`config.mk`:
```
export PLATFORM = sky130hd
export DESIGN_NAME = vram_scanner
export DESIGN_NICKNAME = d
export VERILOG_FILES = /design/src/rtl/vram_scanner.sv
export SDC_FILE = /design/constraint.sdc
export NUM_CORES = 1
export LEC_CHECK = 0
export CAP_MARGIN = 20
export CORE_ASPECT_RATIO = 0.75
export CORE_UTILIZATION = 60
export CTS_CLUSTER_DIAMETER = 80
export DETAILED_ROUTE_END_ITERATION = 16
export PLACE_DENSITY = 0.95
export SETUP_SLACK_MARGIN = 0.2
export SLEW_MARGIN = 40
export SYNTH_ARGS = -nofsm -noshare
export SYNTH_HDL_FRONTEND = slang
export SYNTH_SLANG_ARGS = --single-unit
export TNS_END_PERCENT = 1
```
`constraint.sdc`:
```
create_clock -name Clck -period 7.9 [get_ports Clck]
set_input_delay 0.79 -clock Clck [delete_from_list [all_inputs] [get_ports Clck]]
set_output_delay 0.79 -clock Clck [all_outputs]
set_load 0.02 [all_outputs]
```
`src/rtl/vram_scanner.sv`:
```
// vram_scanner: VGA raster generator that reads video memory back out.
// Generates a 25 MHz pixel enable from the 50 MHz clock, walks h/v counters,
// issues sequential read addresses, and returns colour with hsync/vsync/blank
// aligned two pixel ticks after the counter value that produced them.
// Raises out_cont_signal at vblank entry so the painter can redraw.
// Optional build macro VRAM_SCANNER_QUAD_SCALE_EN: quarter-resolution memory
// (each stored pixel shown as a 4x4 block); default build is full resolution.
module vram_scanner #(
  parameter int H_ACTIVE  = 640,
  parameter int H_FP      = 16,
  parameter int H_SYNC    = 96,
  parameter int H_BP      = 48,
  parameter int V_ACTIVE  = 480,
  parameter int V_FP      = 10,
  parameter int V_SYNC    = 2,
  parameter int V_BP      = 33,
  parameter int ADDR_BITS = 19
) (
  input  logic                 Clck,
  input  logic                 Reset,
  output logic [ADDR_BITS-1:0] read_address,
  input  logic [2:0]           read_color,
  output logic [2:0]           vga_color,
  output logic                 vga_hsync,
  output logic                 vga_vsync,
  output logic                 vga_blank_n,
  output logic                 pixel_tick,
  output logic                 out_cont_signal,
  input  logic                 next_out_cont_signal
);

  localparam int H_TOTAL  = H_ACTIVE + H_FP + H_SYNC + H_BP;
  localparam int V_TOTAL  = V_ACTIVE + V_FP + V_SYNC + V_BP;
  localparam int H_W      = $clog2(H_TOTAL + 1);
  localparam int V_W      = $clog2(V_TOTAL + 1);
  localparam int HS_START = H_ACTIVE + H_FP;
  localparam int HS_END   = HS_START + H_SYNC;
  localparam int VS_START = V_ACTIVE + V_FP;
  localparam int VS_END   = VS_START + V_SYNC;

  typedef enum logic {IDLE = 1'b0, READY = 1'b1} state_t;

  logic [H_W-1:0]  h_cnt;
  logic [V_W-1:0]  v_cnt;
  logic            h_last;
  logic            v_last;
  logic            active;
  logic            hsync_now;
  logic            vsync_now;
  logic            vblank_entry;

  logic            vld_p1;
  logic            hsync_p1;
  logic            vsync_p1;

  logic [2:0]      color_p2;
  logic            hsync_p2;
  logic            vsync_p2;
  logic            vld_p2;

  state_t          state;
  state_t          state_next;

  // Memory address of the pixel under the raster; wraps modulo 2^ADDR_BITS.
  function automatic logic [ADDR_BITS-1:0] pixel_addr(input logic [H_W-1:0] h,
                                                      input logic [V_W-1:0] v);
`ifdef VRAM_SCANNER_QUAD_SCALE_EN
    return ADDR_BITS'(v >> 2) * ADDR_BITS'(H_ACTIVE / 4) + ADDR_BITS'(h >> 2);
`else
    return ADDR_BITS'(v) * ADDR_BITS'(H_ACTIVE) + ADDR_BITS'(h);
`endif
  endfunction

  assign h_last       = (h_cnt == H_W'(H_TOTAL - 1));
  assign v_last       = (v_cnt == V_W'(V_TOTAL - 1));
  assign active       = (h_cnt < H_W'(H_ACTIVE)) && (v_cnt < V_W'(V_ACTIVE));
  assign hsync_now    = !((h_cnt >= H_W'(HS_START)) && (h_cnt < H_W'(HS_END)));
  assign vsync_now    = !((v_cnt >= V_W'(VS_START)) && (v_cnt < V_W'(VS_END)));
  // The tick on which the counters step from the last active line into vblank.
  assign vblank_entry = pixel_tick && h_last && (v_cnt == V_W'(V_ACTIVE - 1));

  // Divide-by-two pixel enable.
  always_ff @(posedge Clck or negedge Reset) begin
    if (!Reset) pixel_tick <= 1'b0;
    else        pixel_tick <= ~pixel_tick;
  end

  // Raster position counters, advancing once per pixel tick.
  always_ff @(posedge Clck or negedge Reset) begin
    if (!Reset) begin
      h_cnt <= '0;
      v_cnt <= '0;
    end else if (pixel_tick) begin
      if (h_last) begin
        h_cnt <= '0;
        v_cnt <= v_last ? '0 : v_cnt + 1'b1;
      end else begin
        h_cnt <= h_cnt + 1'b1;
      end
    end
  end

  // ---- stage 1: read address and timing flags; address holds in blanking ----
  always_ff @(posedge Clck or negedge Reset) begin
    if (!Reset) begin
      read_address <= '0;
      vld_p1       <= 1'b0;
      hsync_p1     <= 1'b1;
      vsync_p1     <= 1'b1;
    end else if (pixel_tick) begin
      vld_p1   <= active;
      hsync_p1 <= hsync_now;
      vsync_p1 <= vsync_now;
      if (active) read_address <= pixel_addr(h_cnt, v_cnt);
    end
  end

  // ---- stage 2: capture memory data (valid one Clck after the address) ----
  always_ff @(posedge Clck or negedge Reset) begin
    if (!Reset) begin
      color_p2 <= 3'd0;
      hsync_p2 <= 1'b1;
      vsync_p2 <= 1'b1;
      vld_p2   <= 1'b0;
    end else if (pixel_tick) begin
      color_p2 <= vld_p1 ? read_color : 3'd0;
      hsync_p2 <= hsync_p1;
      vsync_p2 <= vsync_p1;
      vld_p2   <= vld_p1;
    end
  end

  assign vga_color   = color_p2;
  assign vga_hsync   = hsync_p2;
  assign vga_vsync   = vsync_p2;
  assign vga_blank_n = vld_p2;

  // Continuation state register.
  always_ff @(posedge Clck or negedge Reset) begin
    if (!Reset) state <= IDLE;
    else        state <= state_next;
  end

  // Next state: acknowledge takes priority over a coincident vblank entry.
  always_comb begin
    state_next = state;
    if (next_out_cont_signal)  state_next = IDLE;
    else if (vblank_entry)     state_next = READY;
  end

  // Continuation output is high for as long as the frame is unacknowledged.
  always_comb begin
    out_cont_signal = 1'b0;
    if (state == READY) out_cont_signal = 1'b1;
  end

endmodule

```
==> flow_summary_export.csv <==
group,metric,value,unit
clock_network,clock-sinks,50,
die,start_util,0.637,
placed_design,placed_area,3260,um^2
clock_network,post_cts_resized,0,
layout,stdcell_area,3370,um^2
setup_path,crit_path_end_kind,"flop",
global_route,track_usage,0.246,
setup_path,critPathRequiredTime,8.13,ns
synth,synth_area,2890,um^2
clock_network,cts_tree,"built",
timing,finClkSkew,0.00804,ns
layout,final-instance-count-excl-fill,384,
power_and_ir_drop,vdd_drop_max,0.130,mV
timing,fin_crit,2.93,ns
setup_path,crit_fanout,9,
setup_path,r2r_end,"read_address[18]",
setup_path,crit_arrival,3.16,ns
layout,register_area,1260,um^2
clock_network,insertion_delay,0.32,ns
synth,yosys.area.top_type,"dfrtp_1",
synth,synth-edff-count,0,
layout,antenna_cells,0,
die,fp.dieH,62.1,um
synth,synth_warnings,0,
die,die_area,5110,um^2
drt,vias_per_cell,5.82,
layout,nets,357,
timing,fin_setup_tns,0,ns
synth,synth_top_area_frac,0.398,
timing,fmax,341,MHz
global_route,antenna_found_initial,0,
global_route,grt.overflow.total,0,
layout,fill_cells,315,
die,core,4550,um^2
clock_network,clk_path_buf_depth,2,
setup_path,worstRegToRegCells,10,
synth,async_flop_share,1.00,
placed_design,place_inst,376,
global_route,grt_pass1_vias,2116,
synth,avgSynthCellArea,9.84,um^2
drt,antenna_left,0,
drt,drt_iter0_drc,106,
outcome,status,"complete, no violations",
placed_design,io_buffers,32,
timing,min_period_over_period,0.371,
clock_network,post_cts_buffers,0,
clock_network,numCtsBuffers,5,
power_and_ir_drop,power.total,0.451,mW
placed_design,gp_routability_congestion,0.870,
power_and_ir_drop,leakage,1.50,nW
timing,maxSlewHeadroom,0.495,
die,num_io_pins,33,
global_route,grt_max_degree,51,
clock_network,clk_pin_slew_worst_paths,0.09,ns
drt,first_pass_iters,4,
flow_run,max_cap_viol_count,0,
die,die_x,82.2,um
timing,rsz0062_at_grt,"no",
timing,slew_violations,0,
die,rows,21,
timing,setup_viol,0,
clock_network,cts_hold_buf,0,
timing,tightest_slew,0.757,ns
layout,area_growth,16.5,%
synth,ys_seq_area_frac,0.434,
setup_path,ff2ff_setup_slack,4.97,ns
synth,netlist_instances,294,
setup_path,crit_top_cell,"ha_1",
placed_design,hpwlAfterDp,3960,um
layout,multiInputGateArea,1540,um^2
synth,yosysUniqueCellTypes,42,
setup_path,cpPeakStageDelay,0.49,ns
worst_hold_path,hold_class,"flop to flop",
drt,totalWireLength,5570,um
setup_path,worstSetupEndpoint,"read_address[18]",
setup_path,critPathKind,"flop to flop",
clock_network,clock-root-buffer,"clkbuf_8",
synth,synthesis.nets,325,
drt,vias,2233,
synth,synth_flop_cell,"dfrtp_1",
timing,hold_viol,0,
drt,avgRoutedWirePerCell,14.5,um
drt,drc,0,
synth,ys_top_cells_by_area,"dfrtp_1, ha_1, o21ai_0",
setup_path,rr_startpoint,"v_cnt[3]",
setup_path,cp_cell_sequence,"ha_1 -> ha_1 -> inv_1 -> fa_1 -> nand2b_1 -> nor2_1 -> nor4b_2 -> nand3b_1 -> o31a_1 -> o31ai_1",
clock_network,ctsHtreeMaxLevel,2,
setup_path,worstSetupStartpoint,"v_cnt[3]",
setup_path,slowest_stage,"dfrtp_1",
layout,drive_gt1_frac,0.0948,
global_route,grt_pass1_wl,9640,um
synth,ys_ff_latch,50,
setup_path,worstSetupStartpointType,"flop",
power_and_ir_drop,powerDensity,134,nW/um^2
==> stage by stage <==
| step | util | setup slack (ns) | hold slack [ns] |
|---|---|---|---|
| after global placement | 0.717 | 5.14 | 0.461 |
| after global routing | 0.742 | 4.77 | 0.508 |
| final | 0.742 | 4.97 | 0.482 |
| after floorplan | - | 5.23 | 0.465 |
| after detailed placement | 0.717 | 5.03 | 0.468 |
| after CTS | 0.742 | 5.00 | 0.487 |
==> worst min path at each step <==
stage	startpoint	endpoint	slack [ns]	cells after the start
final	read_address[15]	read_address[15]	0.48	2
after global routing	read_address[15]	read_address[15]	0.51	2
after CTS	read_address[17]	read_address[17]	0.49	2
after detailed placement	read_address[17]	read_address[17]	0.47	2
after global placement	read_address[14]	read_address[14]	0.46	2
after floorplan	hsync_p1	hsync_p1	0.46	2
==> final cells by class <==
class	instances	area share
sequential	50	0.373
clock buffer	6	0.0215
inverter	18	0.0200
clock inverter	2	0.0111
multi-input combinational	217	0.455
tap	57	0.0212
timing repair buffer	34	0.0980
==> layer usage <==
metal / vias up / part of all wire / global-route usage
met5: - / 0 / 0
met4: 0 / 0.018 / 0.101
met3: 12 / 0.040 / 0.0515
met2: 58 / 0.44 / 0.362
met1: 1067 / 0.50 / 0.349
li1: 1096 / - / -
==> layout by cell type (no fill, tap or decap), types with 10 or more instances in the layout <==
master | netlist | final
nand2_1 | 37 | 37
o21ai_0 | 28 | 28
clkdlybuf4s50_1 | 0 | 31
ha_1 | 23 | 23
nor2_1 | 15 | 15
xnor2_1 | 15 | 15
a21oi_1 | 11 | 11
dfrtp_1 | 46 | 46
xor2_1 | 10 | 10
inv_1 | 18 | 18
==> registers in the layout, summed over array words and instances (netlist names) <==
| name | flops |
|---|---|
| read_address | 19 |
| h_cnt | 10 |
| v_cnt | 10 |
| vga_color | 3 |
| hsync_p1 | 1 |
| pixel_tick | 1 |
| state | 1 |
| vga_blank_n | 1 |
| vga_hsync | 1 |
| vga_vsync | 1 |
| vld_p1 | 1 |
| vsync_p1 | 1 |
==> power by group <==
part           internal, mW  total [mW]  leakage (nW)  switching, mW
combinational       0.00399      0.0108         0.813        0.00678
sequential            0.257       0.257         0.634       0.000399
clock                0.0945       0.183        0.0514         0.0885
==> logic make-up (layout without fill, tap and decap cells) <==
group           after synthesis  count (layout)  synth area share
buf+inv                      27              60            0.0354
simple gates                100             100             0.188
xor+xnor                     25              25            0.0757
mux                           8               8            0.0311
compound gates               59              59             0.122
flops                        50              50             0.434
fa+ha+maj                    25              25             0.113
==> cells in the mapped netlist, drive strengths merged, types with 2 or more instances <==
cell	count
xnor2	15
a21oi	11
nor4	5
nand3b	2
mux2	8
inv	18
dfrtp	46
xor2	10
o21ai	28
nor3	7
and3	2
nand4b	3
o31a	3
nor2	15
fa	2
dfstp	4
nor4b	3
nand2b	4
a31oi	3
a21o	4
nand3	9
clkbuf	9
nand4	6
nand2	38
or4b	2
ha	23
a211oi	2
o31ai	4
==> worst max-delay path, delay by kind of cell (launching register included) <==
kind	cells	cell delay (ns)
adder cells (fa/ha/maj)	3	0.97
AND/OR/NAND/NOR	4	0.85
flip-flops	1	0.49
AO/OA/AOI/OAI	2	0.46
buffers and inverters	1	0.07
Power figures use the tool's default switching activity.
